## config.mk

```make
export PLATFORM = sky130hd
export DESIGN_NAME = pipe_stage_skid
export DESIGN_NICKNAME = d
export VERILOG_FILES = /design/src/rtl/pipe_stage_skid.sv
export SDC_FILE = /design/constraint.sdc
export NUM_CORES = 1
export LEC_CHECK = 0
export BUFFER_PORTS_ARGS = -buffer_cell sky130_fd_sc_hd__buf_2
export CAP_MARGIN = 20
export CORE_MARGIN = 2
export CORE_UTILIZATION = 39
export DETAILED_ROUTE_END_ITERATION = 8
export GPL_TIMING_DRIVEN = 0
export PLACE_DENSITY_LB_ADDON = 0.05
export RECOVER_POWER = 100
export SYNTH_ARGS = -nofsm -noshare
export SYNTH_HDL_FRONTEND = slang
export SYNTH_SLANG_ARGS = --single-unit
```

## constraint.sdc

```tcl
create_clock -name clk -period 1.6 [get_ports clk]
set_input_delay 0.16 -clock clk [delete_from_list [all_inputs] [get_ports clk]]
set_output_delay 0.16 -clock clk [all_outputs]
set_load 0.02 [all_outputs]
```

## src/rtl/pipe_stage_skid.sv

```systemverilog
// Pipeline stage register with valid tracking, stall/flush control and an input skid FIFO
// that holds words arriving while the stage is stalled and replays them in order.
module pipe_stage_skid #(
   parameter int unsigned PC_W       = 32,
   parameter int unsigned INST_W     = 32,
   parameter int unsigned STALL_W    = 6,
   parameter int unsigned STAGE      = 1,
   parameter int unsigned SKID_DEPTH = 2
) (
   input  logic                          clk,
   input  logic                          rst,
   input  logic [STALL_W-1:0]            stall,
   input  logic                          flush,
   input  logic                          in_valid,
   output logic                          in_ready,
   input  logic [PC_W-1:0]               in_pc,
   input  logic [INST_W-1:0]             in_inst,
   output logic                          out_valid,
   output logic [PC_W-1:0]               out_pc,
   output logic [INST_W-1:0]             out_inst,
   output logic [$clog2(SKID_DEPTH):0]   skid_count
);

   localparam int unsigned PTR_W = $clog2(SKID_DEPTH);
   localparam int unsigned CNT_W = PTR_W + 1;

   typedef struct packed {
      logic [PC_W-1:0]   pc;
      logic [INST_W-1:0] inst;
   } word_t;

   word_t             mem_q [SKID_DEPTH];
   word_t             mem_d [SKID_DEPTH];
   logic [PTR_W-1:0]  wr_ptr_q, wr_ptr_d;
   logic [PTR_W-1:0]  rd_ptr_q, rd_ptr_d;
   logic [CNT_W-1:0]  cnt_q, cnt_d;
   word_t             out_q, out_d;
   logic              out_valid_q, out_valid_d;

   logic  up, dn;
   logic  accept, fifo_empty, push, pop;
   word_t in_word, head;
   logic  unused_stall;

   assign up = stall[STAGE];
   assign dn = stall[STAGE+1];
   // Only two bits of the global stall bus matter to this stage.
   assign unused_stall = ^stall;

   assign in_ready   = rst & (cnt_q < CNT_W'(SKID_DEPTH));
   assign accept     = in_valid & in_ready & ~flush;
   assign fifo_empty = (cnt_q == '0);
   assign in_word    = '{pc: in_pc, inst: in_inst};
   assign head       = mem_q[rd_ptr_q];

   // Next-state: output register selection plus FIFO push/pop bookkeeping.
   always_comb begin
      mem_d       = mem_q;
      wr_ptr_d    = wr_ptr_q;
      rd_ptr_d    = rd_ptr_q;
      cnt_d       = cnt_q;
      out_d       = out_q;
      out_valid_d = out_valid_q;
      push        = 1'b0;
      pop         = 1'b0;

      if (flush) begin
         out_d       = '0;
         out_valid_d = 1'b0;
         wr_ptr_d    = '0;
         rd_ptr_d    = '0;
         cnt_d       = '0;
      end else begin
         if (!up) begin
            if (!fifo_empty) begin
               out_d       = head;
               out_valid_d = 1'b1;
               pop         = 1'b1;
               push        = accept;
            end else if (accept) begin
               out_d       = in_word;
               out_valid_d = 1'b1;
            end else begin
               out_d       = '0;
               out_valid_d = 1'b0;
            end
         end else begin
            if (!dn) begin
               out_d       = '0;
               out_valid_d = 1'b0;
            end
            push = accept;
         end

         if (push) begin
            mem_d[wr_ptr_q] = in_word;
            wr_ptr_d        = wr_ptr_q + PTR_W'(1);
         end
         if (pop) begin
            rd_ptr_d = rd_ptr_q + PTR_W'(1);
         end
         cnt_d = cnt_q + CNT_W'(push) - CNT_W'(pop);
      end
   end

   always_ff @(posedge clk or negedge rst) begin
      if (!rst) begin
         for (int unsigned i = 0; i < SKID_DEPTH; i++) begin
            mem_q[i] <= '0;
         end
         wr_ptr_q    <= '0;
         rd_ptr_q    <= '0;
         cnt_q       <= '0;
         out_q       <= '0;
         out_valid_q <= 1'b0;
      end else begin
         mem_q       <= mem_d;
         wr_ptr_q    <= wr_ptr_d;
         rd_ptr_q    <= rd_ptr_d;
         cnt_q       <= cnt_d;
         out_q       <= out_d;
         out_valid_q <= out_valid_d;
      end
   end

   assign out_valid  = out_valid_q;
   assign out_pc     = out_q.pc;
   assign out_inst   = out_q.inst;
   assign skid_count = cnt_q;

endmodule
```

== After elaboration in Yosys (flattened, before gate mapping) ==
Index checks and enable logic that the tools add are counted.

* Add/subtract/negate cells: 4
* Multiply operators: 0
* Div/mod/pow operators: 0
* Magnitude comparators: 4
* Equality and inequality tests: 1
* Shift operators: 0
* Muxes and demuxes: 27
* Bitwise logic cells: 6
* Reduce and logical (&&, ||, !) cells: 5

{| class="wikitable"
|+ Operators by type and width
! operator !! number
|-
| 64-bit two-way mux || 9
|-
| 128-bit bitwise mux || 1
|-
| 64-bit demux with 1-bit select || 1
|-
| 1-bit two-way mux || 15
|-
| 2-bit >= comparator (second input constant) || 2
|-
| 1-bit NOT with 2-bit output || 2
|-
| 2-bit nonzero test || 2
|-
| 1-bit AND || 3
|-
| 3-bit by 2-bit != test with 1-bit output (second input constant) || 1
|-
| 1-bit adder (second input constant) || 2
|-
| 2-bit by 1-bit adder with 2-bit output || 1
|-
| 2-bit logical NOT || 1
|-
| 2-bit by 1-bit < comparator with 1-bit output (second input constant) || 1
|-
| 2-bit < comparator (second input constant) || 1
|-
| 2-bit two-way mux || 1
|-
| 2-bit AND reduction || 1
|-
| 2-bit by 1-bit subtractor with 2-bit output || 1
|-
| 1-bit logical AND || 1
|-
| 1-bit NOT || 1
|}

* Register bits: 197
* Bits in latches: 0
* RAM bits: 0
* Bits in read-only memories: 0
* Bits of input ports: 74
* Output and inout port bits: 68
* Logic and storage cells: 57
* Memories: 0

== Longest topological paths before layout ==
Gate-level depths: netlist of the first run.

* Word-level depth: 10
* Mapped depth: 8
* Depth with buffers taken out: 7

== Worst setup path before layout of the first run ==
Ideal clock, no wire load.

* Path type: reg2reg
* Start: reg cnt_q[1] (netlist: skid_count[1])
* End: reg cnt_q[0] (netlist: skid_count[0])
* Library setup time: 0.122 ns
* Arrival: 1.760 ns
* Data required time: 1.478 ns
* Path slack: -0.282 ns
* Stages on the path, launching flop included: 7
* Path buffers: 0
* Period minus slack after synthesis: 1.882 ns
* Cell sequence: dfrtp_1 nand4bb_4 or2_2 ha_1 inv_1 ha_1 nor2b_1

* Longest elaborated chain between the ends: 10
* Elaborated cells on any way between the ends: 14
* Those cells by class: add/sub (2); order compare (1); mux (7); bitwise (3); reduce/logical (1)

{| class="wikitable"
|+ RTL lines
! element !! line !! source
|-
| start: declaration || 36 || <nowiki>logic [CNT_W-1:0] cnt_q, cnt_d;</nowiki>
|-
| start signal: assignment || 120 || <nowiki>cnt_q <= cnt_d;</nowiki>
|-
| 2-bit < comparator || 50 || <nowiki>assign in_ready = rst & (cnt_q < CNT_W'(SKID_DEPTH));</nowiki>
|-
| 1-bit AND || 50 ||
|-
| 1-bit AND (2 in series) || 51 || <nowiki>assign accept = in_valid & in_ready & ~flush;</nowiki>
|-
| 1-bit two-way mux || 75 || <nowiki>if (!fifo_empty) begin</nowiki>
|-
| 1-bit two-way mux || 74 || <nowiki>if (!up) begin</nowiki>
|-
| 1-bit two-way mux || 67 || <nowiki>if (flush) begin</nowiki>
|-
| 2-bit by 1-bit adder with 2-bit output || 102 || <nowiki>cnt_d = cnt_q + CNT_W'(push) - CNT_W'(pop);</nowiki>
|-
| 2-bit by 1-bit subtractor with 2-bit output * || 102 ||
|-
| 2-bit two-way mux * || 67 ||
|-
| named net cnt_d[0] || 36 ||
|}

Mark *: on every way through the listed nets, which the timed path passes. The rest lies on a longest branch. The select of a mux whose other input is x is not followed.
A chain may end at the register's enable or synchronous reset.

== Final worst setup path of the first run ==
* Start: reg cnt_q[1] (netlist: skid_count[1])
* End: reg mem_q[116] (netlist bit)

* Longest elaborated chain between the ends: 8
* Elaborated cells on any way between the ends: 9
* Those cells by class: order compare (1); mux (3); bitwise (3); reduce/logical (2)

{| class="wikitable"
|+ RTL lines
! element !! line !! source
|-
| 2-bit < comparator || 50 ||
|-
| 1-bit AND || 50 ||
|-
| 1-bit AND (2 in series) || 51 ||
|-
| 1-bit two-way mux || 75 ||
|-
| 1-bit two-way mux * || 74 ||
|-
| 1-bit two-way mux * || 67 ||
|-
| 2-bit AND reduction (no source line) * || - ||
|-
| end signal: assignment || 117 || <nowiki>mem_q <= mem_d;</nowiki>
|-
| end: declaration || 32 || <nowiki>word_t mem_q [SKID_DEPTH];</nowiki>
|}

Every way passes the cells marked *; elsewhere a longest branch is shown, timed or not. The select of a mux whose other input is x is not followed.

==> results.sh, run 1 <==
export IMPL_grtUsageTotal=0.200
export IMPL_rows=54
export IMPL_cts_htree_levels=4
export IMPL_cap_viol_max_count=0
export IMPL_final_cell_mix="sky130_fd_sc_hd__dfrtp_1 (195), sky130_fd_sc_hd__buf_2 (136), sky130_fd_sc_hd__mux2_4 (123)"
export IMPL_syn_to_final_growth_pct=33.9
export IMPL_post_detailed_routing_wire_length_um=23400
export IMPL_detailedRoute_firstIterationViolations=220
export IMPL_path_class="flip-flop to flip-flop"
export IMPL_pin_count_of_the_biggest_net_entering_global_routing=115
export IMPL_final_hold_worst_slack_ns=-0.291
export IMPL_gp_congestion=0.804
export IMPL_post_drt_via_cell_ratio=5.34
export IMPL_post_layout_nonfiller_instances=1119
export IMPL_failed_checks="hold timing, setup timing"
export IMPL_total_via_count_in_the_routed_design=5973
export IMPL_post_synth_num_cell_types=30
export IMPL_syn_mean_instance_area_um2=14.8
export IMPL_fin_total_pwr_mw=17.2
export IMPL_ctsRootBufferMaster="sky130_fd_sc_hd__clkbuf_16"
export IMPL_clock_skew_ns=0.0108
export IMPL_final_max_slew_viol_count=0
export IMPL_worst_slew_margin_rel=0.518
export IMPL_timing_critical_path_cells="nand4bb_4 > nor3_4 > buf_6 > buf_12 > clkbuf_16 > mux2_4"
export IMPL_port_buffer_count=136
export IMPL_required_ns=1.91
export IMPL_setup_repair_after_global_routing_missed_its_margin="true"
export IMPL_clk_transition_reported_paths_ns=0.07
export IMPL_fill_cell_instance_count_of_the_final_layout=1814
export IMPL_timing_final_hold_violations=83
export IMPL_cts_buffers_inserted=17
export IMPL_final_min_clock_period_ns=1.75
export IMPL_drt_pass1_iterations=4
export IMPL_placement_cell_area_um2=10100
export IMPL_path_category_of_the_worst_min_delay_check="primary input to asynchronous set/reset pin"
export IMPL_critical_path_max_stage_delay_ns=0.40
export IMPL_max_freq_mhz=572
export IMPL_grt_antenna_before_repair=0
export IMPL_place_hpwl_um=14700
export IMPL_tritoncts="built"
export IMPL_final_layout_size_suffix_gt1_frac=0.442
export IMPL_overflow=0
export IMPL_setup_violations_final=135
export IMPL_fin_area_um2=11700
export IMPL_drt_wl_cell_um=20.9
export IMPL_dp_cells=1008
export IMPL_global_route_wire_length_before_repair_um=36900
export IMPL_dieArea_um2=23700
export IMPL_detail_route_drc_violations=0
export IMPL_grt_pass1_vias=6589
export IMPL_crit_fanout=8
export IMPL_vdd_ir_drop_worst_uv=670
export IMPL_num_nets_final=902
export IMPL_floorplan_die_width_um=154
export IMPL_post_route_period_util=1.09
export IMPL_cpMaxStageDelayCell="sky130_fd_sc_hd__dfrtp_2"
export IMPL_core_area_um2=22000
export IMPL_syn_nets=667
export IMPL_clk_insertion_delay_late_ns=0.43
export IMPL_tritoncts_num_sinks=197
export IMPL_fp_dieH_um=154
export IMPL_syn_cell_area_um2=8770
export IMPL_detailedPlace_worstSlack_ns=-0.618
export IMPL_yosys_register_bits=197
export IMPL_syn_inst=591
export IMPL_power_per_cell_area_nw_per_um2=1460
export IMPL_synth_seq_area_share=0.562
export IMPL_design_portCount=142
export IMPL_timing_critical_path_arrival_ns=2.05
export IMPL_worst_pin_slew_ns=0.722
export IMPL_worst_r2r_cell_count=6
export IMPL_critical_path_endpoint_type="flip-flop"
export IMPL_mostFrequentLayoutCell="sky130_fd_sc_hd__dfrtp_1"
export IMPL_status="complete, but fails checks"
export IMPL_clock_path_buffers=2
export IMPL_leakagePower_nw=5.46
export IMPL_initial_utilization=0.399
export IMPL_antenna_diode_count=0
export IMPL_startpoint_type="flip-flop"
export IMPL_timing_final_ws_setup_ns=-0.148
export IMPL_yosys_warnings=0
export IMPL_drt_antenna_violating_nets=0
## through the flow
stage               setup TNS, ns   util  hold slack (ns)
finish                     -14.25  0.535           -0.291
global route               -25.95  0.535           -0.266
CTS                        -19.06  0.527           -0.265
detailed placement         -97.96  0.459            0.206
global placement         -1249.55  0.457            0.414
floorplan                   -6.94      -           -0.136
## cell type report
| type | count | area (um^2) | share of cell area |
|---|---|---|---|
| Clock buffer | 19 | 443 | 0.0377 |
| Timing Repair Buffer | 217 | 1620 | 0.138 |
| Tap cell | 280 | 350 | 0.0298 |
| Sequential cell | 197 | 4930 | 0.420 |
| Buffer | 47 | 502 | 0.0427 |
| Clock inverter | 13 | 114 | 0.00970 |
| Inverter | 2 | 7.51 | 0.000639 |
| Multi-Input combinational cell | 344 | 3770 | 0.321 |
## synthesized netlist by cell type
cell type,count,area (um^2)
sky130_fd_sc_hd__mux2i_1,64,641
sky130_fd_sc_hd__a221o_1,64,641
sky130_fd_sc_hd__nor2b_1,4,25.0
sky130_fd_sc_hd__nor3_4,1,16.3
sky130_fd_sc_hd__o21ai_0,1,5.00
sky130_fd_sc_hd__inv_1,2,7.51
sky130_fd_sc_hd__nor2_2,1,6.26
sky130_fd_sc_hd__buf_12,6,120
sky130_fd_sc_hd__o21bai_1,1,7.51
sky130_fd_sc_hd__nand3_1,1,5.00
sky130_fd_sc_hd__dfrtp_1,197,4930
sky130_fd_sc_hd__or2_2,1,6.26
sky130_fd_sc_hd__xnor2_1,1,8.76
sky130_fd_sc_hd__nor3_1,64,320
sky130_fd_sc_hd__clkbuf_1,14,52.6
sky130_fd_sc_hd__buf_6,7,78.8
sky130_fd_sc_hd__nand4bb_4,1,27.5
sky130_fd_sc_hd__a21o_1,1,7.51
sky130_fd_sc_hd__nor2_1,3,11.3
sky130_fd_sc_hd__buf_2,20,100
sky130_fd_sc_hd__buf_4,1,7.51
sky130_fd_sc_hd__mux2_1,49,552
sky130_fd_sc_hd__nor3b_2,1,12.5
sky130_fd_sc_hd__a211oi_1,1,7.51
sky130_fd_sc_hd__mux2_4,60,901
sky130_fd_sc_hd__ha_1,2,25.0
sky130_fd_sc_hd__nand2_1,1,3.75
sky130_fd_sc_hd__xor2_1,2,17.5
sky130_fd_sc_hd__mux2_2,19,214
sky130_fd_sc_hd__nor3_2,1,10.0
## critical path: cells and delay by family, from the launching register on
kind	cells	cell delay, ns
DFF	1	0.40
and+or+nand+nor	2	0.45
muxes	1	0.29
buffers and inverters	3	0.48
## layer usage
layer  up-vias  wire length [um]  GRT usage
li1       2708                 -          -
met1      3113             11200      0.274
met2       135             11100      0.328
met3        17               892     0.0426
met4         0               241     0.0458
met5         -                 0          0
## cell families after synthesis
group,count (synthesis),synth area share
adder cells (fa/ha/maj),2,0.00285
XOR/XNOR,3,0.00300
multiplexers,192,0.263
buffers and inverters,50,0.0418
flip-flops,197,0.562
AO/OA/AOI/OAI,68,0.0762
AND/OR/NAND/NOR,79,0.0507
## path summary, 6_finish.rpt
check | startpoint | end | slack (ns)
min in group clk | in_inst[29] | out_inst[29] | 0.02
max in group asynchronous | rst | mem_q[17] | 0.89
worst min register to register | out_pc[18] | out_pc[18] | 0.50
worst max register to register | skid_count[1] | mem_q[116] | -0.15
worst min-delay path | rst | out_pc[7] | -0.29
worst max-delay path | skid_count[1] | mem_q[116] | -0.15
## what timing repair did
item | 4_1_cts | 5_1_grt
endpoints found under the setup margin | 194 | 196
endpoints found under the hold margin | 232 | 84
pin swaps | 4 | 2
resized for setup | 65 | 11
hold buffers | 55 | 1
buffers inserted | 14 | 4
cloned | 2 | 5
## report_power, final
part,internal (mW),leakage [nW],switching (mW)
clock,2.08,0.266,2.05
combinational,3.20,2.62,2.31
sequential,6.60,2.57,0.964
total,11.9,5.46,5.32
## state kept, by name (all words and copies together) (netlist names)
name,count
out_pc,32
rd_ptr_q,1
wr_ptr_q,1
skid_count,2
mem_q,128
out_inst,32
out_valid,1
Power figures use the tool's default switching activity.
==> run 2: changes to the inputs <==
--- a/config.mk
+++ b/config.mk
@@ -7,8 +7,10 @@
 export LEC_CHECK = 0
 export BUFFER_PORTS_ARGS = -buffer_cell sky130_fd_sc_hd__buf_2
 export CAP_MARGIN = 20
+export CELL_PAD_IN_SITES_DETAIL_PLACEMENT = 0
+export CELL_PAD_IN_SITES_GLOBAL_PLACEMENT = 2
 export CORE_MARGIN = 2
-export CORE_UTILIZATION = 39
+export CORE_UTILIZATION = 36
 export DETAILED_ROUTE_END_ITERATION = 8
 export GPL_TIMING_DRIVEN = 0
 export PLACE_DENSITY_LB_ADDON = 0.05
==> run 2 against run 1 <==
The flow still finishes with violations (hold timing, setup timing). Maximum frequency up 0.58%. Routed wire length is 1.5% higher. First-iteration DRC count increased by 85%. Design area down 0.71%. Hold slack worse by 0.040 ns. Critical endpoint is now mem_q[46]. Largest power group unchanged. Highest routed layer unchanged.
==> results.sh, run 2 (same netlist as run 1, synthesis figures left out) <==
export IMPL_path_category_of_the_worst_min_delay_check="primary input to asynchronous set/reset pin"
export IMPL_clk_transition_reported_paths_ns=0.08
export IMPL_path_class="flip-flop to flip-flop"
export IMPL_cap_viol_max_count=0
export IMPL_startpoint_type="flip-flop"
export IMPL_place_hpwl_um=15100
export IMPL_num_nets_final=899
export IMPL_cts_hold_buffers=62
export IMPL_power_per_cell_area_nw_per_um2=1470
export IMPL_gp_congestion=0.728
export IMPL_rows=57
export IMPL_final_cell_mix="sky130_fd_sc_hd__dfrtp_1 (195), sky130_fd_sc_hd__mux2_4 (114), sky130_fd_sc_hd__clkbuf_1 (78)"
export IMPL_placement_cell_area_um2=10100
export IMPL_drt_wl_cell_um=20.4
export IMPL_largest_register_ffs=128
export IMPL_syn_to_final_growth_pct=33.0
export IMPL_post_drt_via_cell_ratio=5.13
export IMPL_timing_critical_path_arrival_ns=2.05
export IMPL_largest_register="mem_q"
export IMPL_vdd_ir_drop_worst_uv=593
export IMPL_design_portCount=142
export IMPL_grt_antenna_before_repair=1
export IMPL_post_layout_nonfiller_instances=1161
export IMPL_crit_fanout=10
export IMPL_mostFrequentLayoutCell="sky130_fd_sc_hd__dfrtp_1"
export IMPL_clock_path_buffers=2
export IMPL_ctsRootBufferMaster="sky130_fd_sc_hd__clkbuf_16"
export IMPL_drt_antenna_violating_nets=0
export IMPL_final_layout_size_suffix_gt1_frac=0.354
export IMPL_tns_ns=-13.95
export IMPL_cts_buffers_inserted=17
export IMPL_setup_violations_final=178
export IMPL_worst_pin_slew_ns=0.765
export IMPL_pin_count_of_the_biggest_net_entering_global_routing=105
export IMPL_final_hold_worst_slack_ns=-0.331
export IMPL_max_freq_mhz=576
export IMPL_fin_area_um2=11700
export IMPL_overflow=0
export IMPL_drt_pass1_iterations=4
export IMPL_worst_slew_margin_rel=0.489
export IMPL_dp_cells=1052
export IMPL_critical_path_endpoint_type="flip-flop"
export IMPL_status="complete, but fails checks"
export IMPL_clock_skew_ns=0.0119
export IMPL_floorplan_die_width_um=160
export IMPL_required_ns=1.92
export IMPL_dieArea_um2=25600
export IMPL_global_route_wire_length_before_repair_um=37500
export IMPL_total_via_count_in_the_routed_design=5960
export IMPL_final_max_slew_viol_count=0
export IMPL_grtUsageTotal=0.188
export IMPL_timing_final_ws_setup_ns=-0.138
export IMPL_initial_utilization=0.364
export IMPL_final_min_clock_period_ns=1.74
export IMPL_setup_repair_after_global_routing_missed_its_margin="true"
export IMPL_detail_route_drc_violations=0
export IMPL_failed_checks="hold timing, setup timing"
export IMPL_port_buffer_count=136
export IMPL_post_route_period_util=1.09
export IMPL_detailedRoute_firstIterationViolations=406
export IMPL_grt_pass1_vias=6455
export IMPL_post_detailed_routing_wire_length_um=23700
export IMPL_fp_dieH_um=160
export IMPL_timing_final_hold_violations=100
export IMPL_cts_htree_levels=4
export IMPL_leakagePower_nw=5.15
export IMPL_clk_insertion_delay_late_ns=0.44
export IMPL_tritoncts_num_sinks=197
export IMPL_tritoncts="built"
export IMPL_core_area_um2=24100
run 2: cell types whose count changed in the layout (fill, tap and decap cells not counted), sizes merged:
cell         before  now
diode             0    1
clkinvlp          3    0
buf             189  116
clkbuf           38  102
dlygate4sd3      56   62
inv               7   10
run 2: stage by stage:
step	power (mW)	setup WS, ns	utilization
finish	17.2	-0.138	0.484
global route	18.1	-0.207	0.484
CTS	17.4	-0.195	0.481
detailed placement	12.7	-0.735	0.420
global placement	12.4	-3.70	0.419
floorplan	11.2	-0.0984	-
run 2: worst paths after layout:
kind	slack, ns	from	cells past startpoint	to
max	-0.14	skid_count[1]	5	mem_q[46]
max in group asynchronous	1.02	rst	2	mem_q[76]
min	-0.33	rst	1	mem_q[37]
max reg2reg	-0.14	skid_count[1]	5	mem_q[46]
min in group clk	0.01	in_inst[0]	2	mem_q[64]
min reg2reg	0.51	mem_q[83]	1	mem_q[83]
run 2: layout make-up:
| cell class | instances | area [um^2] |
|---|---|---|
| Buffer | 46 | 524 |
| Multi-Input combinational cell | 344 | 3740 |
| Antenna cell | 1 | 2.50 |
| Inverter | 2 | 7.51 |
| Fill cell | 2211 | 12400 |
| Clock buffer | 19 | 453 |
| Timing Repair Buffer | 215 | 1460 |
| Sequential cell | 197 | 4930 |
| Tap cell | 324 | 405 |
| Clock inverter | 13 | 133 |
run 2: power by group:
part	internal [mW]	switching (mW)
registers	6.60	0.948
clock network	2.16	2.14
logic	3.04	2.29
run 2: repair_timing:
action | CTS | global route
cloned | 1 | 2
buffers inserted | 9 | 5
pin swaps | 4 | 3
hold endpoints to repair | 273 | 100
gates resized for setup | 48 | 17
setup endpoints to repair | 194 | 188
run 2: layer usage:
metal  share of wire  vias to the layer above  global-route usage  routed length, um
met3           0.039                       17              0.0332                926
met5               0                        -                   0                  0
met2            0.48                      147               0.310              11300
met1            0.47                     3093               0.259              11200
li1                -                     2703                   -                  -
met4           0.010                        0              0.0467                243
run 2: worst max-delay path: stages (launching register included):
cell                        delay (ns)
sky130_fd_sc_hd__dfrtp_2          0.41
sky130_fd_sc_hd__nand4bb_4        0.24
sky130_fd_sc_hd__nor3b_2          0.22
sky130_fd_sc_hd__buf_6            0.24
sky130_fd_sc_hd__buf_12           0.18
sky130_fd_sc_hd__mux2_4           0.31
